File: config.mk
export PLATFORM = sky130hd
export DESIGN_NAME = bptt_seq_ctrl_flat
export DESIGN_NICKNAME = d
export VERILOG_FILES = /design/src/rtl/bptt_seq_ctrl_pkg.sv /design/src/rtl/bptt_seq_ctrl_if.sv /design/src/rtl/bptt_seq_ctrl_step_counter.sv /design/src/rtl/bptt_seq_ctrl.sv /design/src/flat_wrapper.sv
export SDC_FILE = /design/constraint.sdc
export NUM_CORES = 1
export LEC_CHECK = 0
export CORE_MARGIN = 3
export CORE_UTILIZATION = 35
export DETAILED_ROUTE_END_ITERATION = 8
export GPL_ROUTABILITY_DRIVEN = 0
export PLACE_DENSITY = 0.71
export RECOVER_POWER = 25
export SLEW_MARGIN = 20
export SYNTH_ARGS = -nofsm -noshare
export SYNTH_HDL_FRONTEND = slang
export SYNTH_SLANG_ARGS = --single-unit
File: constraint.sdc
create_clock -name clk -period 2.75 [get_ports clk]
set_clock_uncertainty 0.1 [all_clocks]
set_input_delay 0.55 -clock clk [delete_from_list [all_inputs] [get_ports clk]]
set_output_delay 0.55 -clock clk [all_outputs]
set_load 0.02 [all_outputs]
File: src/rtl/bptt_seq_ctrl_pkg.sv
// -----------------------------------------------------------------------------
// bptt_seq_ctrl_pkg
// Shared definitions for the LSTM forward/BPTT step sequencer:
//   - seq_state_e : 3-bit sequencer state encoding
//   - MODE_FWD / MODE_BWD : values driven on the mode output
//   - is_wait_state() : true for the states in which dp_ack is honoured
// -----------------------------------------------------------------------------
package bptt_seq_ctrl_pkg;

    typedef enum logic [2:0] {
        ST_IDLE     = 3'd0,
        ST_CLR      = 3'd1,
        ST_FWD_GO   = 3'd2,
        ST_FWD_WAIT = 3'd3,
        ST_SHIFT    = 3'd4,
        ST_BWD_GO   = 3'd5,
        ST_BWD_WAIT = 3'd6,
        ST_DONE     = 3'd7
    } seq_state_e;

    localparam logic MODE_FWD = 1'b0;
    localparam logic MODE_BWD = 1'b1;

    // dp_ack is only meaningful while a step is outstanding on the datapath.
    function automatic logic is_wait_state(input seq_state_e st);
        logic res;
        case (st)
            ST_FWD_WAIT: res = 1'b1;
            ST_BWD_WAIT: res = 1'b1;
            default:     res = 1'b0;
        endcase
        return res;
    endfunction

endpackage

File: src/rtl/bptt_seq_ctrl_if.sv
// -----------------------------------------------------------------------------
// bptt_seq_ctrl_if
// Bundles the control handshake between the training FSM / LSTM step datapath
// / history buffer (master side) and the sequencer (slave side).
//   start, abort  : run control from the training FSM
//   busy, done    : run status back to the training FSM
//   dp_go, dp_ack : per-step handshake with the datapath
//   mode          : 0 forward, 1 backward
//   hist_clr      : clear the history buffer
//   shift_en      : push the current datapath output into the history buffer
//   t_idx         : step index / history slot select
// -----------------------------------------------------------------------------
interface bptt_seq_ctrl_if #(
    parameter int IDXW = 7
);
    logic            start;
    logic            abort;
    logic            dp_ack;
    logic            busy;
    logic            done;
    logic            mode;
    logic            dp_go;
    logic            hist_clr;
    logic            shift_en;
    logic [IDXW-1:0] t_idx;

    modport master (
        output start, abort, dp_ack,
        input  busy, done, mode, dp_go, hist_clr, shift_en, t_idx
    );

    modport slave (
        input  start, abort, dp_ack,
        output busy, done, mode, dp_go, hist_clr, shift_en, t_idx
    );
endinterface

File: src/rtl/bptt_seq_ctrl_step_counter.sv
// -----------------------------------------------------------------------------
// bptt_seq_ctrl_step_counter
// Saturating up/down step index counter for the sequencer.
//   clk, rst    : clock, synchronous active-high reset
//   clr_i       : force index to 0 (highest priority)
//   inc_i       : count up, holds at NUM_ITERATIONS-1
//   dec_i       : count down, holds at 0
//   idx_o       : registered step index
//   at_zero_o   : idx_o == 0
//   at_last_o   : idx_o == NUM_ITERATIONS-1
// -----------------------------------------------------------------------------
module bptt_seq_ctrl_step_counter #(
    parameter int NUM_ITERATIONS = 68,
    parameter int IDXW           = 7
) (
    input  logic            clk,
    input  logic            rst,
    input  logic            clr_i,
    input  logic            inc_i,
    input  logic            dec_i,
    output logic [IDXW-1:0] idx_o,
    output logic            at_zero_o,
    output logic            at_last_o
);

    localparam logic [IDXW-1:0] LAST_IDX = IDXW'(NUM_ITERATIONS - 1);
    localparam logic [IDXW-1:0] ZERO_IDX = {IDXW{1'b0}};
    localparam logic [IDXW-1:0] ONE_IDX  = IDXW'(1);

    logic [IDXW-1:0] cnt_d;
    logic [IDXW-1:0] cnt_q;

    // Next index: clear wins, then increment, then decrement; never wraps.
    always_comb begin
        cnt_d = cnt_q;
        if (clr_i) begin
            cnt_d = ZERO_IDX;
        end else if (inc_i && (cnt_q != LAST_IDX)) begin
            cnt_d = cnt_q + ONE_IDX;
        end else if (dec_i && (cnt_q != ZERO_IDX)) begin
            cnt_d = cnt_q - ONE_IDX;
        end else begin
            cnt_d = cnt_q;
        end
    end

    // Index register.
    always_ff @(posedge clk) begin
        if (rst) begin
            cnt_q <= ZERO_IDX;
        end else begin
            cnt_q <= cnt_d;
        end
    end

    assign idx_o     = cnt_q;
    assign at_zero_o = (cnt_q == ZERO_IDX);
    assign at_last_o = (cnt_q == LAST_IDX);

endmodule

File: src/rtl/bptt_seq_ctrl.sv
// -----------------------------------------------------------------------------
// bptt_seq_ctrl
// Sequencer for the LSTM time-step history buffer and step datapath. A run
// clears the history buffer, issues NUM_ITERATIONS forward steps (shifting
// each result into the buffer), then replays the steps newest-first with
// t_idx selecting the history slot, and finally pulses done.
//   clk, rst : clock, synchronous active-high reset
//   bus      : bptt_seq_ctrl_if slave modport
//              in : start, abort, dp_ack
//              out: busy, done, mode, dp_go, hist_clr, shift_en, t_idx
// All outputs come straight from registers.
// -----------------------------------------------------------------------------
module bptt_seq_ctrl
    import bptt_seq_ctrl_pkg::*;
#(
    parameter int NUM_ITERATIONS = 68,
    parameter int IDXW           = 7
) (
    input  logic             clk,
    input  logic             rst,
    bptt_seq_ctrl_if.slave   bus
);

    seq_state_e state_q;
    logic       busy_q;
    logic       done_q;
    logic       mode_q;
    logic       dp_go_q;
    logic       hist_clr_q;
    logic       shift_en_q;

    logic            ack_valid_s;
    logic            cnt_clr_s;
    logic            cnt_inc_s;
    logic            cnt_dec_s;
    logic [IDXW-1:0] idx_s;
    logic            at_zero_s;
    logic            at_last_s;

    assign ack_valid_s = bus.dp_ack && is_wait_state(state_q);

    // Step counter control: the index is parked at 0 outside a run and moves
    // only at the end of a forward shift or a completed backward step.
    always_comb begin
        cnt_clr_s = 1'b0;
        cnt_inc_s = 1'b0;
        cnt_dec_s = 1'b0;
        if (bus.abort) begin
            cnt_clr_s = 1'b1;
        end else begin
            case (state_q)
                ST_IDLE:     cnt_clr_s = 1'b1;
                ST_SHIFT:    cnt_inc_s = !at_last_s;
                ST_BWD_WAIT: cnt_dec_s = ack_valid_s && !at_zero_s;
                ST_DONE:     cnt_clr_s = 1'b1;
                default:     cnt_clr_s = 1'b0;
            endcase
        end
    end

    bptt_seq_ctrl_step_counter #(
        .NUM_ITERATIONS (NUM_ITERATIONS),
        .IDXW           (IDXW)
    ) u_step_counter (
        .clk       (clk),
        .rst       (rst),
        .clr_i     (cnt_clr_s),
        .inc_i     (cnt_inc_s),
        .dec_i     (cnt_dec_s),
        .idx_o     (idx_s),
        .at_zero_o (at_zero_s),
        .at_last_o (at_last_s)
    );

    // Sequencer FSM; each output register is loaded with the value that
    // belongs to the state being entered, so outputs track state_q exactly.
    always_ff @(posedge clk) begin
        if (rst) begin
            state_q    <= ST_IDLE;
            busy_q     <= 1'b0;
            done_q     <= 1'b0;
            mode_q     <= MODE_FWD;
            dp_go_q    <= 1'b0;
            hist_clr_q <= 1'b0;
            shift_en_q <= 1'b0;
        end else if (bus.abort) begin
            // Abort overrides start and dp_ack and never produces done.
            state_q    <= ST_IDLE;
            busy_q     <= 1'b0;
            done_q     <= 1'b0;
            mode_q     <= MODE_FWD;
            dp_go_q    <= 1'b0;
            hist_clr_q <= 1'b0;
            shift_en_q <= 1'b0;
        end else begin
            done_q     <= 1'b0;
            dp_go_q    <= 1'b0;
            hist_clr_q <= 1'b0;
            shift_en_q <= 1'b0;
            case (state_q)
                ST_IDLE: begin
                    if (bus.start) begin
                        state_q    <= ST_CLR;
                        busy_q     <= 1'b1;
                        hist_clr_q <= 1'b1;
                        mode_q     <= MODE_FWD;
                    end else begin
                        state_q    <= ST_IDLE;
                        busy_q     <= 1'b0;
                    end
                end
                ST_CLR: begin
                    state_q <= ST_FWD_GO;
                    dp_go_q <= 1'b1;
                end
                ST_FWD_GO: begin
                    state_q <= ST_FWD_WAIT;
                end
                ST_FWD_WAIT: begin
                    if (ack_valid_s) begin
                        state_q    <= ST_SHIFT;
                        shift_en_q <= 1'b1;
                    end else begin
                        state_q    <= ST_FWD_WAIT;
                    end
                end
                ST_SHIFT: begin
                    // Last forward step: index stays on the newest slot,
                    // which is where the backward pass starts.
                    if (at_last_s) begin
                        state_q <= ST_BWD_GO;
                        mode_q  <= MODE_BWD;
                    end else begin
                        state_q <= ST_FWD_GO;
                    end
                    dp_go_q <= 1'b1;
                end
                ST_BWD_GO: begin
                    state_q <= ST_BWD_WAIT;
                end
                ST_BWD_WAIT: begin
                    if (ack_valid_s) begin
                        if (at_zero_s) begin
                            state_q <= ST_DONE;
                            done_q  <= 1'b1;
                        end else begin
                            state_q <= ST_BWD_GO;
                            dp_go_q <= 1'b1;
                        end
                    end else begin
                        state_q <= ST_BWD_WAIT;
                    end
                end
                ST_DONE: begin
                    state_q <= ST_IDLE;
                    busy_q  <= 1'b0;
                    mode_q  <= MODE_FWD;
                end
                default: begin
                    state_q <= ST_IDLE;
                    busy_q  <= 1'b0;
                    mode_q  <= MODE_FWD;
                end
            endcase
        end
    end

    assign bus.busy     = busy_q;
    assign bus.done     = done_q;
    assign bus.mode     = mode_q;
    assign bus.dp_go    = dp_go_q;
    assign bus.hist_clr = hist_clr_q;
    assign bus.shift_en = shift_en_q;
    assign bus.t_idx    = idx_s;

endmodule

File: src/flat_wrapper.sv
// flat-port wrapper written by rule: the top's interface ports become plain ports
module bptt_seq_ctrl_flat import bptt_seq_ctrl_pkg::*;
#(
    parameter int NUM_ITERATIONS = 68,
    parameter int IDXW           = 7
)
  (clk, rst, bus_start, bus_abort, bus_dp_ack, bus_busy, bus_done, bus_mode, bus_dp_go, bus_hist_clr, bus_shift_en, bus_t_idx);
  bptt_seq_ctrl_if #(.IDXW(IDXW)) bus_i ();
  input  logic clk;
  input  logic rst;
  input wire logic [$bits(bus_i.start)-1:0] bus_start;
  input wire logic [$bits(bus_i.abort)-1:0] bus_abort;
  input wire logic [$bits(bus_i.dp_ack)-1:0] bus_dp_ack;
  output wire logic [$bits(bus_i.busy)-1:0] bus_busy;
  output wire logic [$bits(bus_i.done)-1:0] bus_done;
  output wire logic [$bits(bus_i.mode)-1:0] bus_mode;
  output wire logic [$bits(bus_i.dp_go)-1:0] bus_dp_go;
  output wire logic [$bits(bus_i.hist_clr)-1:0] bus_hist_clr;
  output wire logic [$bits(bus_i.shift_en)-1:0] bus_shift_en;
  output wire logic [$bits(bus_i.t_idx)-1:0] bus_t_idx;
  assign bus_i.start = bus_start;
  assign bus_i.abort = bus_abort;
  assign bus_i.dp_ack = bus_dp_ack;
  assign bus_busy = bus_i.busy;
  assign bus_done = bus_i.done;
  assign bus_mode = bus_i.mode;
  assign bus_dp_go = bus_i.dp_go;
  assign bus_hist_clr = bus_i.hist_clr;
  assign bus_shift_en = bus_i.shift_en;
  assign bus_t_idx = bus_i.t_idx;
  bptt_seq_ctrl #(.NUM_ITERATIONS(NUM_ITERATIONS), .IDXW(IDXW)) u_core (.clk(clk), .rst(rst), .bus(bus_i));
endmodule
=== Yosys cells after proc, flatten, opt, wreduce, memory -nomap -nowiden ===
Index checks and enable logic that the tools add are counted.

* Output and inout bits: 13
* Register bits: 16
* Input port bits: 5

* Eq/ne operators: 11
* Add/sub/neg operators: 2
* Bitwise logic cells: 4
* Reduce and logical (&&, ||, !) cells: 21
* Muxes and demuxes: 25

{| class="wikitable"
|+ Operator list
! cell !! number
|-
| one-hot mux 3 bit (8 select lines) || 1
|-
| two-way mux 1 bit || 15
|-
| two-way mux 7 bit || 2
|-
| equality test 3 bit, second input constant || 4
|-
| OR reduction 2 bit || 5
|-
| adder 7 x 1 -> 7 bit, second input constant || 1
|-
| equality test 7 bit, second input constant || 1
|-
| zero test 7 bit || 1
|-
| inequality test 7 bit, second input constant || 1
|-
| nonzero test 7 bit || 1
|-
| subtractor 7 x 1 -> 7 bit, second input constant || 1
|-
| equality test 3 x 2 -> 1 bit, second input constant || 2
|-
| two-way mux 3 bit || 2
|-
| OR reduction 3 bit || 2
|-
| logical AND 1 bit || 4
|-
| two-way mux 2 bit || 2
|-
| inverter 1 bit || 4
|-
| one-hot mux 1 bit (2 select lines) || 2
|-
| nonzero test 2 bit || 2
|-
| OR reduction 4 bit || 1
|-
| equality test 3 x 1 -> 1 bit, second input constant || 1
|-
| zero test 3 bit || 1
|-
| one-hot mux 1 bit (3 select lines) || 1
|-
| AND reduction 3 bit || 1
|-
| 4 further kinds || 5
|}

=== Logic depth before layout (Yosys ltp) ===
* Depth in word-level cells: 10
* Mapped depth: 10

=== Modules after synthesis ===
From an unflattened synthesis, not the netlist that was laid out.

* Cell total of the unflattened synthesis: 121
* Area total of the unflattened synthesis: 1059.8 um^2

{| class="wikitable"
|+ Modules (own cells, without submodules)
! module !! cells each !! seq. area each (um^2) !! area an instance (um^2) !! instances
|-
| bptt_seq_ctrl_step_counter || 71 || 140.1 || 574.3 || 1
|-
| bptt_seq_ctrl || 50 || 180.2 || 485.5 || 1
|}

=== Worst setup path before layout ===
Ideal clock, no wire load.

* Kind: flip-flop to flip-flop
* Start: register u_core.u_step_counter.cnt_q[2] (netlist: u_core.u_step_counter.idx_o[2])
* End: register u_core.u_step_counter.cnt_q[6] (netlist: u_core.u_step_counter.idx_o[6])
* Cell stages (with the launch flop): 10
* Setup time: 0.122 ns
* Arrival: 2.670 ns
* Path slack: -0.141 ns
* Path buffers: 0
* Required time: 2.528 ns
* Cell sequence: dfxtp_1 -> nor4_2 -> a21oi_1 -> nand2_1 -> ha_1 -> a211oi_1 -> o21ai_4 -> a21o_1 -> a221oi_2 -> nand3_2

* Cells in the longest elaborated chain, start to end: 7

{| class="wikitable"
|+ RTL lines
! item !! RTL line !! source
|-
| start, declared || bptt_seq_ctrl_step_counter.sv:31 || <nowiki>logic [IDXW-1:0] cnt_q;</nowiki>
|-
| start signal, assigned || bptt_seq_ctrl_step_counter.sv:52 || <nowiki>cnt_q <= cnt_d;</nowiki>
|-
| branches (longest 7 deep; another with subtractor 7 x 1 -> 7 bit) || -- ||
|}

Parallel ways; which one is timed is not known. The select of a mux whose other input is x is not followed.
A chain may end at the register's enable or synchronous reset.

=== Worst setup path in the final report ===
* Start: register u_core.u_step_counter.cnt_q[3] (netlist: u_core.u_step_counter.idx_o[3])
* End: register u_core.u_step_counter.cnt_q[6] (netlist: u_core.u_step_counter.idx_o[6])

The elaborated chain is that of the path after synthesis.

==> metrics.md <==
| Metric | Value |
|---|---|
| Post-synthesis cell type with the largest combined area | dfxtp_1 |
| Top-area cell type share of the netlist area | 30.2% |
| Hold-fix buffers at CTS | 0 |
| Worst Hold End | u_core.bus.busy |
| Hold path start | u_core.bus.busy |
| Initial DRC Count | 112 |
| Slowest CP cell | nor4_4 |
| Max-slew violation count | 0 |
| #FFs+latches synth | 16 |
| Total GRT Usage | roughly 16% |
| Relative slew margins | 61.7% |
| Main synth FF type | dfxtp_1 |
| Maxcap violations | 0 |
| WS Path Type | reg2reg |
| Die Wd | 61.1 um |
| Skew-Pair Late Insertion Delay | 0.30 ns |
| Fill count | 271 |
| Sequential area share after synthesis | 30.2% |
| Synth-to-layout area growth | 35.8% |
| IO buf count | 17 |
| Post-synthesis cell type count | 48 |
| Total power | 0.437 mW |
| Tcrit/Tclk final | 94.0% |
| Commonest non-fill, non-tap cells in the layout | 19 x buf_4, 17 x clkdlybuf4s50_1, 16 x dfxtp_1 |
| Critical R2R Launch | u_core.u_step_counter.idx_o[3] |
| Vias in the first global route | 1051 |
| HP Class | reg2reg |
| Ys Warns | 0 |
| Worst-margin pin slew | 0.574 ns |
| Clock transition at path regs | 0.11 ns |
| WL/cell | 14.3 um |
| WHS Path Cells | 1 |
| CTS root buffer | clkbuf_4 |
| Mapped Avg Cell Area | 8.77 um2 |
| Clock Tree Buf Depth | 2 |
| Util after Layout | about half |
| Final nets | 170 |
| ANT nets after route | 0 |
| TritonCTS Buffers | 3 |
| Final setup viols | 0 |
| I/O Pins | 18 |
| Type of origin of the critical path | register |
| R2r setup slk | 0.16 ns |
| Power density cells | between 300 and 400 nW/um2 |
| Core area | 2830 um2 |
| Fmax | 387 MHz |
| Syn_nets | 132 |
| First-pass GRT wire length | 4600 um |
| RSZ-0062 raised after global routing | false |
| Post-synth EDFFs | 0 |
| Antenna cells | 0 |
| Post-route setup TNS | 0 ns |
| Row cnt | 19 |
| DRC violations left | 0 |
| Grt ovf | 0 |
| Required time of the critical path | 2.86 ns |
| Crit end category | register |
| Worst VDD drop | roughly 0.23 mV |
| Worst Path Arrival | ~2.7 ns |
| Die height | 61.1 um |
| Register area | 320 um2 |
| Proportion of layout cells with a drive suffix above 1 | 24.7% |
| Buf/Inv on CP | 0 |
| Post-Route WL | 2710 um |
| Largest net degree at the start of global routing | 15 |
| Dpl hpwl | 2010 um |
| First-pass DRT Iterations | 4 |
| DIE AREA | 3730 um2 |
| Commonest non-fill, non-tap cell in the layout | buf_4 |
| DR vias/cell | ~5.6 |
| Worst-path fanout max | 6 |
| Syn Inst Count | 121 |
| Async S/R FF share, synth | 0% |
| Fin crit period | 2.59 ns |
| CTS sink cnt | 16 |
| CTS tree | yes |
| Leak | 0.589 nW |
| Initial antenna violation count | 0 |
| Cell area after technology mapping | between 1000 and 1500 um2 |
| CP Cell Sequence | nor4_4 > a21oi_2 > nand2_2 > ha_1 > a211oi_4 > o21ai_4 > a21o_1 > a221oi_2 > nand3_2 |
| Status | complete, no violations |
| CTS H-Tree Depth | 1 |
| CP delay by family, top | compound AO/OA/AOI/OAI gates |
| Worst Reg-to-Reg Cells | 9 |
| Synth area leaders | dfxtp_1 30%, ha_1 5.9%, a21oi_1 4.2% |
| Routed vias | about 1100 |
| Final hold vios | 0 |
| Initial core utilization | 37.5% |
| FF-to-FF End | u_core.u_step_counter.idx_o[6] |
| CP peak stage delay | between 0.4 and 0.5 ns |
| Area of the multi-input gates | 699 um2 |
report_power, final:
group | switching, mW | leakage, nW | internal (mW)
registers | 0.00102 | 0.129 | 0.234
logic | 0.0178 | 0.438 | 0.0156
clock network | 0.0875 | 0.0210 | 0.0808
final cells by class:
cell class              count  area share [%]
clock buffers               4            2.52
flip-flops and latches     16            22.2
well taps                  31            2.69
inverters                   7            1.82
multi-input cells          93            48.5
repair buffers             38            22.2
how the worst max path moves through the flow:
stage                              startpoint                        endpoint  cells past startpoint  slack, ns
3_3_place_gp                        bus_abort  u_core.u_step_counter.idx_o[6]                      9      -0.16
3_5_place_dp                        bus_abort  u_core.u_step_counter.idx_o[6]                      9      -0.23
6_report       u_core.u_step_counter.idx_o[3]  u_core.u_step_counter.idx_o[6]                      9       0.16
5_1_grt        u_core.u_step_counter.idx_o[3]  u_core.u_step_counter.idx_o[6]                      9      0.007
4_1_cts        u_core.u_step_counter.idx_o[3]  u_core.u_step_counter.idx_o[6]                      9      0.006
2_1_floorplan  u_core.u_step_counter.idx_o[1]  u_core.u_step_counter.idx_o[6]                      9      0.002
sequential cells by signal (all words and copies together), names as in the netlist:
register,flops
u_core.bus.done,1
u_core.bus.hist_clr,1
u_core.bus.dp_go,1
u_core.bus.mode,1
u_core.u_step_counter.idx_o,7
u_core.bus.busy,1
u_core.bus.shift_en,1
u_core.state_q,3
synthesized netlist by cell type (2+ instances only):
| master | instances |
|---|---|
| ha_1 | 5 |
| nand3_1 | 2 |
| o211a_1 | 2 |
| a21oi_1 | 9 |
| o21ai_0 | 8 |
| xnor2_1 | 2 |
| nor2_1 | 8 |
| inv_1 | 7 |
| buf_6 | 3 |
| dfxtp_1 | 16 |
| nor3_1 | 7 |
| nand2_1 | 11 |
| a21o_1 | 3 |
| nor3b_1 | 2 |
| a211oi_1 | 3 |
worst register-to-register path: stages (launching register included):
cell and delay, ns:
dfxtp_1 0.39, nor4_4 0.47, a21oi_2 0.12, nand2_2 0.16, ha_1 0.29, a211oi_4 0.32, o21ai_4 0.11, a21o_1 0.20
a221oi_2 0.25, nand3_2 0.09
per-stage QoR:
step | cells | worst slack [ns] | hold slack (ns) | cell area (um2)
final | 189 | 0.165 | 0.357 | 1440
after detailed placement | 183 | -0.228 | 0.340 | 1380
after global routing | 189 | 0.00700 | 0.399 | 1440
after CTS | 187 | 0.00648 | 0.364 | 1420
after global placement | 183 | -0.163 | 0.332 | 1380
after floorplan | 121 | 0.00183 | 0.441 | 1070
layer usage:
metal	wire (um)	vias up	global-route usage, %
met3	120	4	5.03
met2	1320	27	27.8
met5	0	-	0
li1	-	525	-
met1	1230	505	20.0
met4	40	0	4.64
kinds of logic after synthesis:
family	after synthesis	share of synthesized area, %
AOI/OAI and AO/OA	39	28.9
xor gates and xnor gates	2	1.65
adders and majority gates	6	7.78
buffers and inverters	12	6.72
DFF	16	30.2
muxes	1	0.943
and+or+nand+nor	45	23.8
what timing repair did:
action / CTS / global route
endpoints found under the setup margin: 0 / 1
buffers inserted: 0 / 2
gates resized for setup: 0 / 5
endpoints found under the hold margin: 0 / 0
No activity file was read; power rests on OpenSTA's default activity.
